## src/rtl/red_pitaya_exp_in.sv

```systemverilog
// rtl/red_pitaya_exp_in.sv - expansion input conditioner: sync, optional debounce (EXP_IN_DEBOUNCE_EN), edge IRQ, bus regs
module red_pitaya_exp_in #(
    parameter int          DWE     = 8,
    parameter logic [15:0] DEB_RST = 16'h0FFF
) (
    input  logic           clk_i,
    input  logic           rst_i,
    input  logic [DWE-1:0] exp_p_i,
    input  logic [DWE-1:0] exp_n_i,
    output logic [DWE-1:0] exp_p_dat_o,
    output logic [DWE-1:0] exp_n_dat_o,
    output logic           irq_o,
    input  logic [31:0]    sys_addr,
    input  logic [31:0]    sys_wdata,
    input  logic           sys_wen,
    input  logic           sys_ren,
    output logic [31:0]    sys_rdata,
    output logic           sys_err,
    output logic           sys_ack
);

    localparam int DW2 = 2 * DWE;

    logic [DW2-1:0] sync_meta;
    logic [DW2-1:0] sync;
    logic [DW2-1:0] deb;
    logic [DW2-1:0] deb_q;
    logic [DW2-1:0] rise_en;
    logic [DW2-1:0] fall_en;
    logic [DW2-1:0] pending;
    logic [DW2-1:0] set_evt;
    logic [DW2-1:0] clr_evt;
    logic [15:0]    per_rd;
    logic [31:0]    rd_mux;
    logic           wr_per;
    logic           wr_rise;
    logic           wr_fall;
    logic           wr_pend;

    wire [19:0] addr = sys_addr[19:0];
    wire unused_bits = ^{sys_addr[31:20], sys_wdata[31:DW2]};

    always_comb begin
        wr_per  = 1'b0;
        wr_rise = 1'b0;
        wr_fall = 1'b0;
        wr_pend = 1'b0;
        if (sys_wen) begin
            case (addr)
                20'h00008: wr_per  = 1'b1;
                20'h0000C: wr_rise = 1'b1;
                20'h00010: wr_fall = 1'b1;
                20'h00014: wr_pend = 1'b1;
                default: ;
            endcase
        end
    end

    always_ff @(posedge clk_i) begin
        if (rst_i) begin
            sync_meta <= '0;
            sync      <= '0;
        end else begin
            sync_meta <= {exp_n_i, exp_p_i};
            sync      <= sync_meta;
        end
    end

`ifdef EXP_IN_DEBOUNCE_EN
    logic [15:0]    per;
    logic [15:0]    cnt;
    logic           tick;
    logic [DW2-1:0] hist0;
    logic [DW2-1:0] hist1;
    logic [DW2-1:0] hist2;

    assign tick   = (cnt == per);
    assign per_rd = per;

    // hist only moves on ticks, so deb follows one cycle after the tick that settles it
    always_ff @(posedge clk_i) begin
        if (rst_i) begin
            per   <= DEB_RST;
            cnt   <= '0;
            hist0 <= '0;
            hist1 <= '0;
            hist2 <= '0;
            deb   <= '0;
        end else begin
            if (wr_per)
                per <= sys_wdata[15:0];
            if (wr_per || tick)
                cnt <= '0;
            else
                cnt <= cnt + 16'd1;
            if (tick) begin
                hist0 <= sync;
                hist1 <= hist0;
                hist2 <= hist1;
            end
            deb <= (hist0 & hist1 & hist2) | (deb & (hist0 | hist1 | hist2));
        end
    end
`else
    wire unused_deb_rst = ^DEB_RST;

    assign per_rd = 16'h0000;

    always_ff @(posedge clk_i) begin
        if (rst_i)
            deb <= '0;
        else
            deb <= sync;
    end
`endif

    assign set_evt = (deb & ~deb_q & rise_en) | (~deb & deb_q & fall_en);
    assign clr_evt = wr_pend ? sys_wdata[DW2-1:0] : '0;

    // a new event in the same cycle as its W1C keeps the bit set
    always_ff @(posedge clk_i) begin
        if (rst_i) begin
            deb_q   <= '0;
            rise_en <= '0;
            fall_en <= '0;
            pending <= '0;
            irq_o   <= 1'b0;
        end else begin
            deb_q   <= deb;
            if (wr_rise)
                rise_en <= sys_wdata[DW2-1:0];
            if (wr_fall)
                fall_en <= sys_wdata[DW2-1:0];
            pending <= (pending & ~clr_evt) | set_evt;
            irq_o   <= |pending;
        end
    end

    always_comb begin
        rd_mux = 32'h0;
        case (addr)
            20'h00000: rd_mux = 32'(deb[DWE-1:0]);
            20'h00004: rd_mux = 32'(deb[DW2-1:DWE]);
            20'h00008: rd_mux = 32'(per_rd);
            20'h0000C: rd_mux = 32'(rise_en);
            20'h00010: rd_mux = 32'(fall_en);
            20'h00014: rd_mux = 32'(pending);
            20'h00018: rd_mux = 32'(sync);
            default:   rd_mux = 32'h0;
        endcase
    end

    always_ff @(posedge clk_i) begin
        if (rst_i) begin
            sys_ack   <= 1'b0;
            sys_rdata <= 32'h0;
        end else begin
            sys_ack   <= sys_wen | sys_ren;
            sys_rdata <= sys_ren ? rd_mux : 32'h0;
        end
    end

    assign exp_p_dat_o = deb[DWE-1:0];
    assign exp_n_dat_o = deb[DW2-1:DWE];
    assign sys_err     = 1'b0;

endmodule

```

## config.mk

```make
export PLATFORM = sky130hd
export DESIGN_NAME = red_pitaya_exp_in
export DESIGN_NICKNAME = d
export VERILOG_FILES = /design/src/rtl/red_pitaya_exp_in.sv
export SDC_FILE = /design/constraint.sdc
export NUM_CORES = 1
export LEC_CHECK = 0
export ABC_AREA = 1
export CORE_MARGIN = 4
export CORE_UTILIZATION = 35
export CTS_CLUSTER_SIZE = 20
export DETAILED_ROUTE_END_ITERATION = 10
export DONT_BUFFER_PORTS = 1
export HOLD_SLACK_MARGIN = 0.05
export PLACE_DENSITY = 0.56
export SETUP_SLACK_MARGIN = 0.05
export SYNTH_ARGS = -nofsm -noshare
export SYNTH_HDL_FRONTEND = slang
export SYNTH_SLANG_ARGS = --single-unit
export TNS_END_PERCENT = 20
```

## constraint.sdc

```tcl
create_clock -name clk_i -period 1.82 [get_ports clk_i]
set_input_delay 0.364 -clock clk_i [delete_from_list [all_inputs] [get_ports clk_i]]
set_output_delay 0.364 -clock clk_i [all_outputs]
set_load 0.02 [all_outputs]
```

==> results.md, run 1 <==
- Outcome: completed
- TritonCTS Buffers: 17
- Max-cap violation count: 0
- Sequential share of the synthesized area: 49.42%
- Synth Warn #: 0
- DRC violations left: 0
- Largest net degree at the start of global routing: 71
- RSZ-0062 raised after global routing: false
- Slew HR: 58.25%
- Number of cells after detailed placement: 867
- Internal power: 5.248 mW
- CTS Sinks: 130
- FF/Latch Area: 0.002604 mm^2
- Setup Skew: 0.009771 ns
- Seq pwr share: 44.5%
- Tmin final: 1.675 ns
- Nature of the critical path startpoint: input pin
- DRT iter0 DRCs: 353
- HP Class: in2reg
- Die area: 0.01707 mm^2
- Vias: 4670
- Die height: 130.7 um
- Final Instance Count excl. Fillers: 931
- Clk root buf: clkbuf_16
- Slew Limit Fails: 0
- Most frequent CP cell: nand2_1
- Clock-pin transition on the worst setup and hold timing paths: 0.06 ns
- Clock Latency Late Sink: 0.42 ns
- Total grt overflow: 0
- Post-Syn Area: 0.005266 mm^2
- Ports: 135
- H-tree depth: 4
- Routed vias/inst: 5.016
- Fillers: 1475
- Sw frac: 20.52%
- Layout cells sized above 1: 9.371%
- Clock power share: 52.2%
- Core box area: 0.01464 mm^2
- Final period util: 92.02%
- Power share of the combinational group: 3.3%
- Port Buf Inserts: 0
- N_diodes: 0
- Kind of critical path: in2reg
- CP Data Arrival Time: 1.98 ns
- Area of the multi-input gates: 0.002090 mm^2
- Max incr delay on CP: 0.55 ns
- Post-synth cell types: 26
- Final WL: 15270 um
- Final HPWL DP: 10470 um
- Area Growth Syn to Fin: 21.95%
- Global-route usage over all layers: 18.21%
- Post-Route Setup TNS: 0 ns
- Worst Tran Pin Value: 0.6256 ns
- Reg-to-reg slack, setup: 0.17 ns
- Switch Pwr: 1.355 mW
- Final hold violations: 0
- Critical Path RT: 2.12 ns
- P_leak: 2.639 nW
- Die X: 130.7 um
- TritonCTS clock tree: built
- CP max FO: 20
- Gp weighted congestion: 0.8218
- Slowest CP cell: dlygate4sd3_1
- Clock Path Buffers: 2
- Final setup viols: 0
- Cells along the critical path: nor2_1 > nand2_1 > nor2_4 > buf_12 > nand3_2 > nor2_4 > buf_6 > nand2_1 > nand2_1 > a21oi_1 > dlygate4sd3_1
- Mapped Cells: 694
- Wire length per cell: 16.40 um
- TritonRoute pass-1 iters: 5
- Cell Pwr Density: 1028 mW/mm^2
- First-pass GRT wire length: 23430 um
- Achievable clock frequency: 597.1 MHz
- Syn Area/Cell: 7.588 um^2
- Seq cells post-synth: 130
- Initial antenna violation count: 0
- Nets: 820
- Overall power: 6.603 mW
- Vias in the first global route: 4465
- Initial Util: 35.96%
- Peak supply drop: 0.6594 mV
- Row cnt: 44
- Crit. End Element: flip-flop
- Antenna viol nets, final: 0
[worst paths after layout]
| path | cells after the start | start | endpoint |
|---|---|---|---|
| setup / recovery | 11 | sys_addr[11] | pending[7]$_SDFF_PP0_ |
| hold / removal | 2 | sys_wdata[14] | rise_en[14]$_SDFFE_PP0P_ |
| setup reg to reg | 5 | deb[0]$_SDFF_PP0_ | pending[0]$_SDFF_PP0_ |
| hold reg to reg | 2 | sync_meta[1]$_SDFF_PP0_ | sync[1]$_SDFF_PP0_ |
[metal layers]
| layer | track usage, % | part of all wire [%] |
|---|---|---|
| met1 | 22.74 | 43 |
| met2 | 28.67 | 47 |
| met3 | 6.463 | 7.5 |
| met4 | 7.502 | 2.4 |
| met5 | 0 | 0 |
[state kept, by name, indices dropped and copies added, names as in the netlist]
| name | cells |
|---|---|
| sync_meta | 16 |
| fall_en | 16 |
| sync | 16 |
| irq_o | 1 |
| deb_q | 16 |
| deb | 16 |
| rise_en | 16 |
| sys_rdata | 16 |
| pending | 16 |
| sys_ack | 1 |
[final cells by class]
type,instances,area share [%]
clock inverters,5,1.559
clock buffers,25,7.715
multi-input cells,438,32.53
repair buffers,54,8.436
well taps,184,3.585
inverters,95,5.630
flip-flops and latches,130,40.54
[cell usage in the layout, fill, tap and decap left out, types with 17 or more instances in the layout]
cell           instances
a21oi_1               25
a31oi_1               17
buf_4                 21
clkbuf_16             18
conb_1                17
dfxtp_1              129
dlygate4sd3_1         28
inv_1                 89
nand2_1               54
nand4_1               54
nor2_1               167
o21ai_0               37
o21ai_1               20
[power groups by stage]
| stage | Combinational, mW | Clock [mW] | Sequential (mW) |
|---|---|---|---|
| global placement | 0.150 | 0 | 3.00 |
| detailed placement | 0.153 | 0 | 3.00 |
| CTS | 0.218 | 3.51 | 2.94 |
| global route | 0.246 | 3.65 | 2.94 |
| floorplan | 0.170 | 0 | 2.99 |
| finish | 0.219 | 3.44 | 2.94 |
[cell usage after synthesis]
| cell | number | area [um^2] |
|---|---|---|
| nor4_1 | 4 | 25.02 |
| buf_2 | 7 | 35.03 |
| clkbuf_1 | 16 | 60.06 |
| a21oi_1 | 25 | 125.1 |
| nor2_1 | 167 | 626.9 |
| buf_6 | 2 | 22.52 |
| conb_1 | 1 | 3.750 |
| inv_2 | 3 | 11.26 |
| inv_1 | 89 | 334.1 |
| nand3_1 | 11 | 55.05 |
| nand3_2 | 4 | 40.04 |
| nor2_4 | 5 | 56.30 |
| nor3b_1 | 9 | 67.56 |
| nand2_1 | 54 | 202.7 |
| nor3_1 | 7 | 35.03 |
| o21ai_1 | 20 | 100.1 |
| nand4_1 | 54 | 337.8 |
| a31oi_1 | 17 | 106.4 |
| nor2_2 | 1 | 6.260 |
| buf_4 | 22 | 165.2 |
| nand2_2 | 2 | 12.51 |
| nor2_8 | 1 | 20.02 |
| o21ai_0 | 37 | 185.2 |
| clkinv_1 | 3 | 11.26 |
| and2_1 | 3 | 18.77 |
| dfxtp_1 | 130 | 2603 |
[logic make-up after synthesis]
family	count (synthesis)	share of synthesized area [%]
AO/OA/AOI/OAI	99	9.812
other	1	0.07121
buffers and inverters	142	12.14
flip-flops	130	49.42
AND/OR/NAND/NOR	322	28.56
[critical path: cells and delay by family]
family,cells,cell delay (ns)
compound gates,1,0.06
buf+inv,3,0.89
simple gates,7,0.66
[stage by stage]
| stage | cell area (um^2) | utilization [%] | setup slack, ns | hold WS (ns) |
|---|---|---|---|---|
| 2_1_floorplan | 5326 | - | 0.3189 | 0.3883 |
| 6_report | 6422 | 43.86 | 0.1452 | 0.07723 |
| 5_1_grt | 6422 | 43.86 | 0.04879 | 0.06657 |
| 3_3_place_gp | 5449 | 37.21 | 0.1071 | 0.3926 |
| 3_5_place_dp | 5449 | 37.21 | 0.08782 | 0.3941 |
| 4_1_cts | 6352 | 43.38 | 0.06525 | 0.06164 |
[repair_timing]
item | in CTS | in global routing
resized for setup | 0 | 5
endpoints found under the hold margin | 82 | 0
setup buffers | 0 | 4
endpoints found under the setup margin | 0 | 4
hold buffers | 29 | 0
Note: power is estimated with default switching activity, not from simulation.
==> run 2: changes to the inputs <==
--- a/config.mk
+++ b/config.mk
@@ -8,11 +8,11 @@
 export ABC_AREA = 1
 export CORE_MARGIN = 4
 export CORE_UTILIZATION = 35
-export CTS_CLUSTER_SIZE = 20
 export DETAILED_ROUTE_END_ITERATION = 10
 export DONT_BUFFER_PORTS = 1
 export HOLD_SLACK_MARGIN = 0.05
 export PLACE_DENSITY = 0.56
+export RECOVER_POWER = 50
 export SETUP_SLACK_MARGIN = 0.05
 export SYNTH_ARGS = -nofsm -noshare
 export SYNTH_HDL_FRONTEND = slang
==> run 2 against run 1 <==
Clock skew down 0.0028 ns. Via count decreased by 0.77%. First-iteration DRC count shrank 2.8%. Combinational power is essentially flat. Utilization shrank 0.11 points. Routed wire length decreased by 0.14%. Largest cell class unchanged. Sequential power about the same. Clock-buffer cell count is the same. Die area stayed put. Highest routed layer unchanged. Critical path type unchanged. Global-route usage unchanged.
==> results.md, run 2 (same netlist as run 1, synthesis figures left out) <==
- Tmin final: 1.658 ns
- Seq pwr share: 44.5%
- H-tree depth: 4
- Total grt overflow: 0
- Most common cell after layout, fill and taps aside: nor2_1
- Nature of the critical path startpoint: input pin
- Setup Skew: 0.007020 ns
- Post-Route Setup TNS: 0 ns
- Switch Pwr: 1.352 mW
- Slew Limit Fails: 0
- Final WL: 15250 um
- DRC violations left: 0
- TritonCTS clock tree: built
- CTS Sinks: 130
- Critical Path RT: 2.12 ns
- Clock Latency Late Sink: 0.42 ns
- Layout cells sized above 1: 8.835%
- Initial Util: 35.96%
- Outcome: completed
- Slew HR: 55.11%
- Nets: 820
- Final hold violations: 0
- Row cnt: 44
- Cell Pwr Density: 1030 mW/mm^2
- Worst Tran Pin Value: 0.6725 ns
- Final HPWL DP: 10470 um
- Sw frac: 20.49%
- Commonest cells after routing, fill and taps aside: 168 x nor2_1, 129 x dfxtp_1, 90 x inv_1
- Kind of critical path: in2reg
- Clock Path Buffers: 2
- HP Class: in2reg
- Core box area: 0.01464 mm^2
- Area Growth Syn to Fin: 21.64%
- Largest net degree at the start of global routing: 71
- FF/Latch Area: 0.002604 mm^2
- DRT iter0 DRCs: 343
- N_diodes: 0
- Die area: 0.01707 mm^2
- Max-cap violation count: 0
- Die X: 130.7 um
- TritonRoute pass-1 iters: 7
- Routed vias/inst: 4.977
- Die height: 130.7 um
- CP max FO: 20
- Clock power share: 52.2%
- Wire length per cell: 16.38 um
- Clk root buf: clkbuf_16
- Vias in the first global route: 4465
- First-pass GRT wire length: 23430 um
- Peak supply drop: 0.6572 mV
- Internal power: 5.248 mW
- Antenna viol nets, final: 0
- Area of the multi-input gates: 0.002077 mm^2
- RSZ-0062 raised after global routing: false
- Final period util: 91.09%
- Vias: 4634
- Global-route usage over all layers: 18.21%
- Power share of the combinational group: 3.3%
- Overall power: 6.600 mW
- Final setup viols: 0
- Gp weighted congestion: 0.8218
- Port Buf Inserts: 0
- Initial antenna violation count: 0
- Crit. End Element: flip-flop
- Achievable clock frequency: 603.2 MHz
- CP Data Arrival Time: 1.96 ns
- Ports: 135
- P_leak: 2.634 nW
- TritonCTS Buffers: 17
- Fillers: 1480
- Clock-pin transition on the worst setup and hold timing paths: 0.06 ns
## run 2: changes by cell type in the layout (fill, tap and decap cells not counted)
| cell | delta |
|---|---|
| nand3_2 | -1 |
| nor2_1 | +1 |
| buf_4 | -1 |
| clkbuf_1 | +1 |
| inv_1 | +1 |
| nor2_4 | -1 |
| inv_2 | -1 |
| nand3_1 | +1 |
## run 2: critical path, stage by stage
cell and delay, ns:
nor2_1 0.08, nand2_1 0.09, nor2_4 0.14, buf_12 0.17
nand3_2 0.12, nor2_4 0.10, buf_6 0.16, nand2_1 0.06
nand2_1 0.06, a21oi_1 0.06, dlygate4sd3_1 0.55
## run 2: power groups by stage
stage	clock network (mW)	registers, mW	logic, mW
2_1_floorplan	0	2.99	0.170
4_1_cts	3.51	2.94	0.218
3_3_place_gp	0	3.00	0.150
6_report	3.44	2.94	0.219
5_1_grt	3.65	2.94	0.245
3_5_place_dp	0	3.00	0.153
## run 2: through the flow
step                      setup slack (ns)  hold WS, ns  instances  instance area [um^2]  util [%]
after floorplan                     0.3189       0.3883        710                  5326         -
after CTS                          0.06525      0.06164        926                  6352     43.38
after global placement              0.1071       0.3926        867                  5449     37.21
after detailed placement           0.08782       0.3941        867                  5449     37.21
after global routing               0.05459      0.06657        931                  6406     43.75
final                               0.1622      0.08091        931                  6406     43.75
## run 2: final cells by class
cell class,count,area share [%]
flip-flops and latches,130,40.64
multi-input cells,438,32.42
repair buffers,54,8.398
clock buffers,25,7.734
inverters,95,5.645
well taps,184,3.594
clock inverters,5,1.563
## run 2: path summary, 6_finish.rpt
check | startpoint | to | slack, ns | depth (start not counted)
setup / recovery | sys_addr[11] | pending[7]$_SDFF_PP0_ | 0.16 | 11
hold reg to reg | sync_meta[1]$_SDFF_PP0_ | sync[1]$_SDFF_PP0_ | 0.40 | 2
hold / removal | sys_wdata[14] | rise_en[14]$_SDFFE_PP0P_ | 0.08 | 2
setup reg to reg | deb[0]$_SDFF_PP0_ | pending[0]$_SDFF_PP0_ | 0.17 | 5
## run 2: what timing repair did
| action | 4_1_cts | 5_1_grt |
|---|---|---|
| hold endpoints to repair | 82 | 0 |
| endpoints found under the setup margin | 0 | 4 |
| hold buffers | 29 | 0 |
| resized for setup | 0 | 5 |
| setup buffers | 0 | 4 |
## run 2: routing by layer
metal	global-route usage (%)	up-vias	wire length (um)
met2	28.67	144	7103
li1	-	2299	-
met4	7.502	0	357
met1	22.74	2163	6666
met5	0	-	0
met3	6.463	28	1124
==> run 3: changes to the inputs <==
--- a/config.mk
+++ b/config.mk
@@ -6,12 +6,14 @@
 export NUM_CORES = 1
 export LEC_CHECK = 0
 export ABC_AREA = 1
+export CELL_PAD_IN_SITES_DETAIL_PLACEMENT = 1
+export CELL_PAD_IN_SITES_GLOBAL_PLACEMENT = 1
 export CORE_MARGIN = 4
 export CORE_UTILIZATION = 35
 export DETAILED_ROUTE_END_ITERATION = 10
 export DONT_BUFFER_PORTS = 1
-export HOLD_SLACK_MARGIN = 0.05
-export PLACE_DENSITY = 0.56
+export HOLD_SLACK_MARGIN = 0.02
+export PLACE_DENSITY = 0.71
 export RECOVER_POWER = 50
 export SETUP_SLACK_MARGIN = 0.05
 export SYNTH_ARGS = -nofsm -noshare
==> run 3 against run 2 <==
The flow now finishes with violations (capacitance limit, slew limit). Worst hold slack got worse by 0.051 ns. Utilization decreased by 0.92 points. Total power increased by 6.0%. Clock-buffer cell count decreased by 7. Die area unchanged. Routed wire length increased by 15%. Clock skew about the same. Critical path type is now reg2reg. Clock power increased by 12%. Register-to-register slack got worse by 0.02 ns. Via count increased by 3.6%. Sequential share of layout area increased by 0.86 points.
==> results.md, run 3 (same netlist as run 1, synthesis figures left out) <==
- Die area: 0.01707 mm^2
- Clock power share: 55.2%
- Commonest cells after routing, fill and taps aside: 167 x nor2_1, 130 x dfxtp_1, 89 x inv_1
- Kind of critical path: reg2reg
- Wire length per cell: 19.09 um
- TritonRoute pass-1 iters: 6
- Hold depth: 1
- Clock Path Buffers: 2
- Setup crit start: deb[4]$_SDFF_PP0_
- Ports: 135
- Routed vias/inst: 5.241
- Post-DP Area: 0.005499 mm^2
- Initial Util: 35.96%
- Fin area: 0.006271 mm^2
- Worst R2R Path Depth: 5
- Global-route usage over all layers: 20.69%
- Max-cap violation count: 1
- CP max FO: 3
- Nets: 804
- Achievable clock frequency: 598.8 MHz
- Cell Pwr Density: 1116 mW/mm^2
- Largest net degree at the start of global routing: 71
- HP Class: in2reg
- Final HPWL DP: 11820 um
- Port Buf Inserts: 0
- Row cnt: 44
- CP Data Arrival Time: 2.03 ns
- Switch Pwr: 1.493 mW
- Final WL: 17490 um
- Crit. End Element: flip-flop
- Reg2Reg Capture Point: pending[4]$_SDFF_PP0_
- H-tree depth: 4
- Layout cells sized above 1: 10.66%
- Core box area: 0.01464 mm^2
- M3 GR Usage: 5.691%
- Clock-pin transition on the worst setup and hold timing paths: 0.06 ns
- Setup Skew: 0.006950 ns
- R2R Path Start: deb[4]$_SDFF_PP0_
- RSZ-0062 raised after global routing: false
- Total grt overflow: 0
- Final Instance Count excl. Fillers: 916
- Worst Tran Pin Value: 1.556 ns
- Grt peak-use layer: met2
- Pre-CTS WS: -0.03458 ns
- Hold Startpoint: rst_i
- CTS Sinks: 130
- TritonCTS clock tree: built
- Gp weighted congestion: 0.8562
- Internal power: 5.504 mW
- Hold path endpoint: sync_meta[6]$_SDFF_PP0_
- Area Growth Syn to Fin: 19.08%
- First-pass GRT wire length: 26590 um
- Reg-to-reg slack, setup: 0.15 ns
- Slew Limit Fails: 71
- Critical Path RT: 2.18 ns
- DRC violations left: 0
- Seq pwr share: 42.0%
- Die height: 130.7 um
- Clk root buf: clkbuf_16
- Final setup viols: 0
- Outcome: complete, but fails checks
- Power share of the combinational group: 2.8%
- Clock Latency Late Sink: 0.43 ns
- Final hold violations: 0
- Fillers: 1790
- Tmin final: 1.670 ns
- Layout Utilization: 42.82%
- Vias in the first global route: 4914
- Peak supply drop: 0.6489 mV
- Sw frac: 21.34%
- TritonCTS Buffers: 17
- N_diodes: 0
- P_leak: 2.575 nW
- Initial antenna violation count: 0
- Routing usage on met1: 24.99%
- Slew HR: -3.711%
- Most common cell after layout, fill and taps aside: nor2_1
- Die X: 130.7 um
- DRT iter0 DRCs: 285
- Antenna viol nets, final: 0
- GR Util met2: 34.91%
- Failing checks: capacitance limit, slew limit
- # resized after CTS: 0
- Fin worst setup slack: 0.1500 ns
- Number of cells after detailed placement: 872
- Final period util: 91.76%
- Vias: 4801
- Nature of the critical path startpoint: flip-flop
- Overall power: 6.997 mW
-- run 3: cell type report --
class                      instances  area (um^2)  area share [%]
multi-input combinational        438         2085           33.24
clock buffer                      18        429.2           6.844
inverter                          95        356.6           5.686
sequential                       130         2603           41.50
tap                              184        230.2           3.671
clock inverter                    13        232.7           3.711
timing repair buffer              38        335.3           5.347
-- run 3: how the worst max path moves through the flow --
stage,to,slack (ns),depth (start not counted)
after global placement,sys_rdata[13]$_SDFF_PP0_,-0.002,7
after global routing,pending[4]$_SDFF_PP0_,0.08,9
after CTS,pending[4]$_SDFF_PP0_,0.07,9
after detailed placement,sys_rdata[13]$_SDFF_PP0_,-0.03,7
after floorplan,rise_en[12]$_SDFFE_PP0P_,0.32,9
final,pending[4]$_SDFF_PP0_,0.15,5
-- run 3: layer usage --
metal	wire length [um]	vias to the layer above
met3	992	39
met5	0	-
met1	7408	2342
met4	454	0
li1	-	2267
met2	8630	153
-- run 3: worst max-delay path, cell delays in order, from the launching register on --
cell and delay (ns):
dfxtp_1 0.49, inv_1 0.12, nor3b_1 0.22, a31oi_1 0.06
a21oi_1 0.16, dlygate4sd3_1 0.56
-- run 3: metrics by stage --
stage	setup TNS (ns)	hold WS, ns
after floorplan	0	0.3883
after global placement	-0.002267	0.3902
after detailed placement	-0.1436	0.3973
after CTS	0	0.02284
after global routing	0	0.02024
final	0	0.03015
-- run 3: power groups by stage --
stage | clock (mW) | sequential, mW | combinational [mW]
final | 3.86 | 2.94 | 0.198
after global routing | 4.06 | 2.94 | 0.221
after CTS | 3.92 | 2.94 | 0.203
after detailed placement | 0 | 3.00 | 0.158
after global placement | 0 | 3.00 | 0.153
after floorplan | 0 | 2.99 | 0.170
-- run 3: what timing repair did --
item | in CTS | in global routing
hold endpoints to repair | 75 | 0
setup buffers | 0 | 6
hold buffers | 7 | 0
setup endpoints to repair | 0 | 1
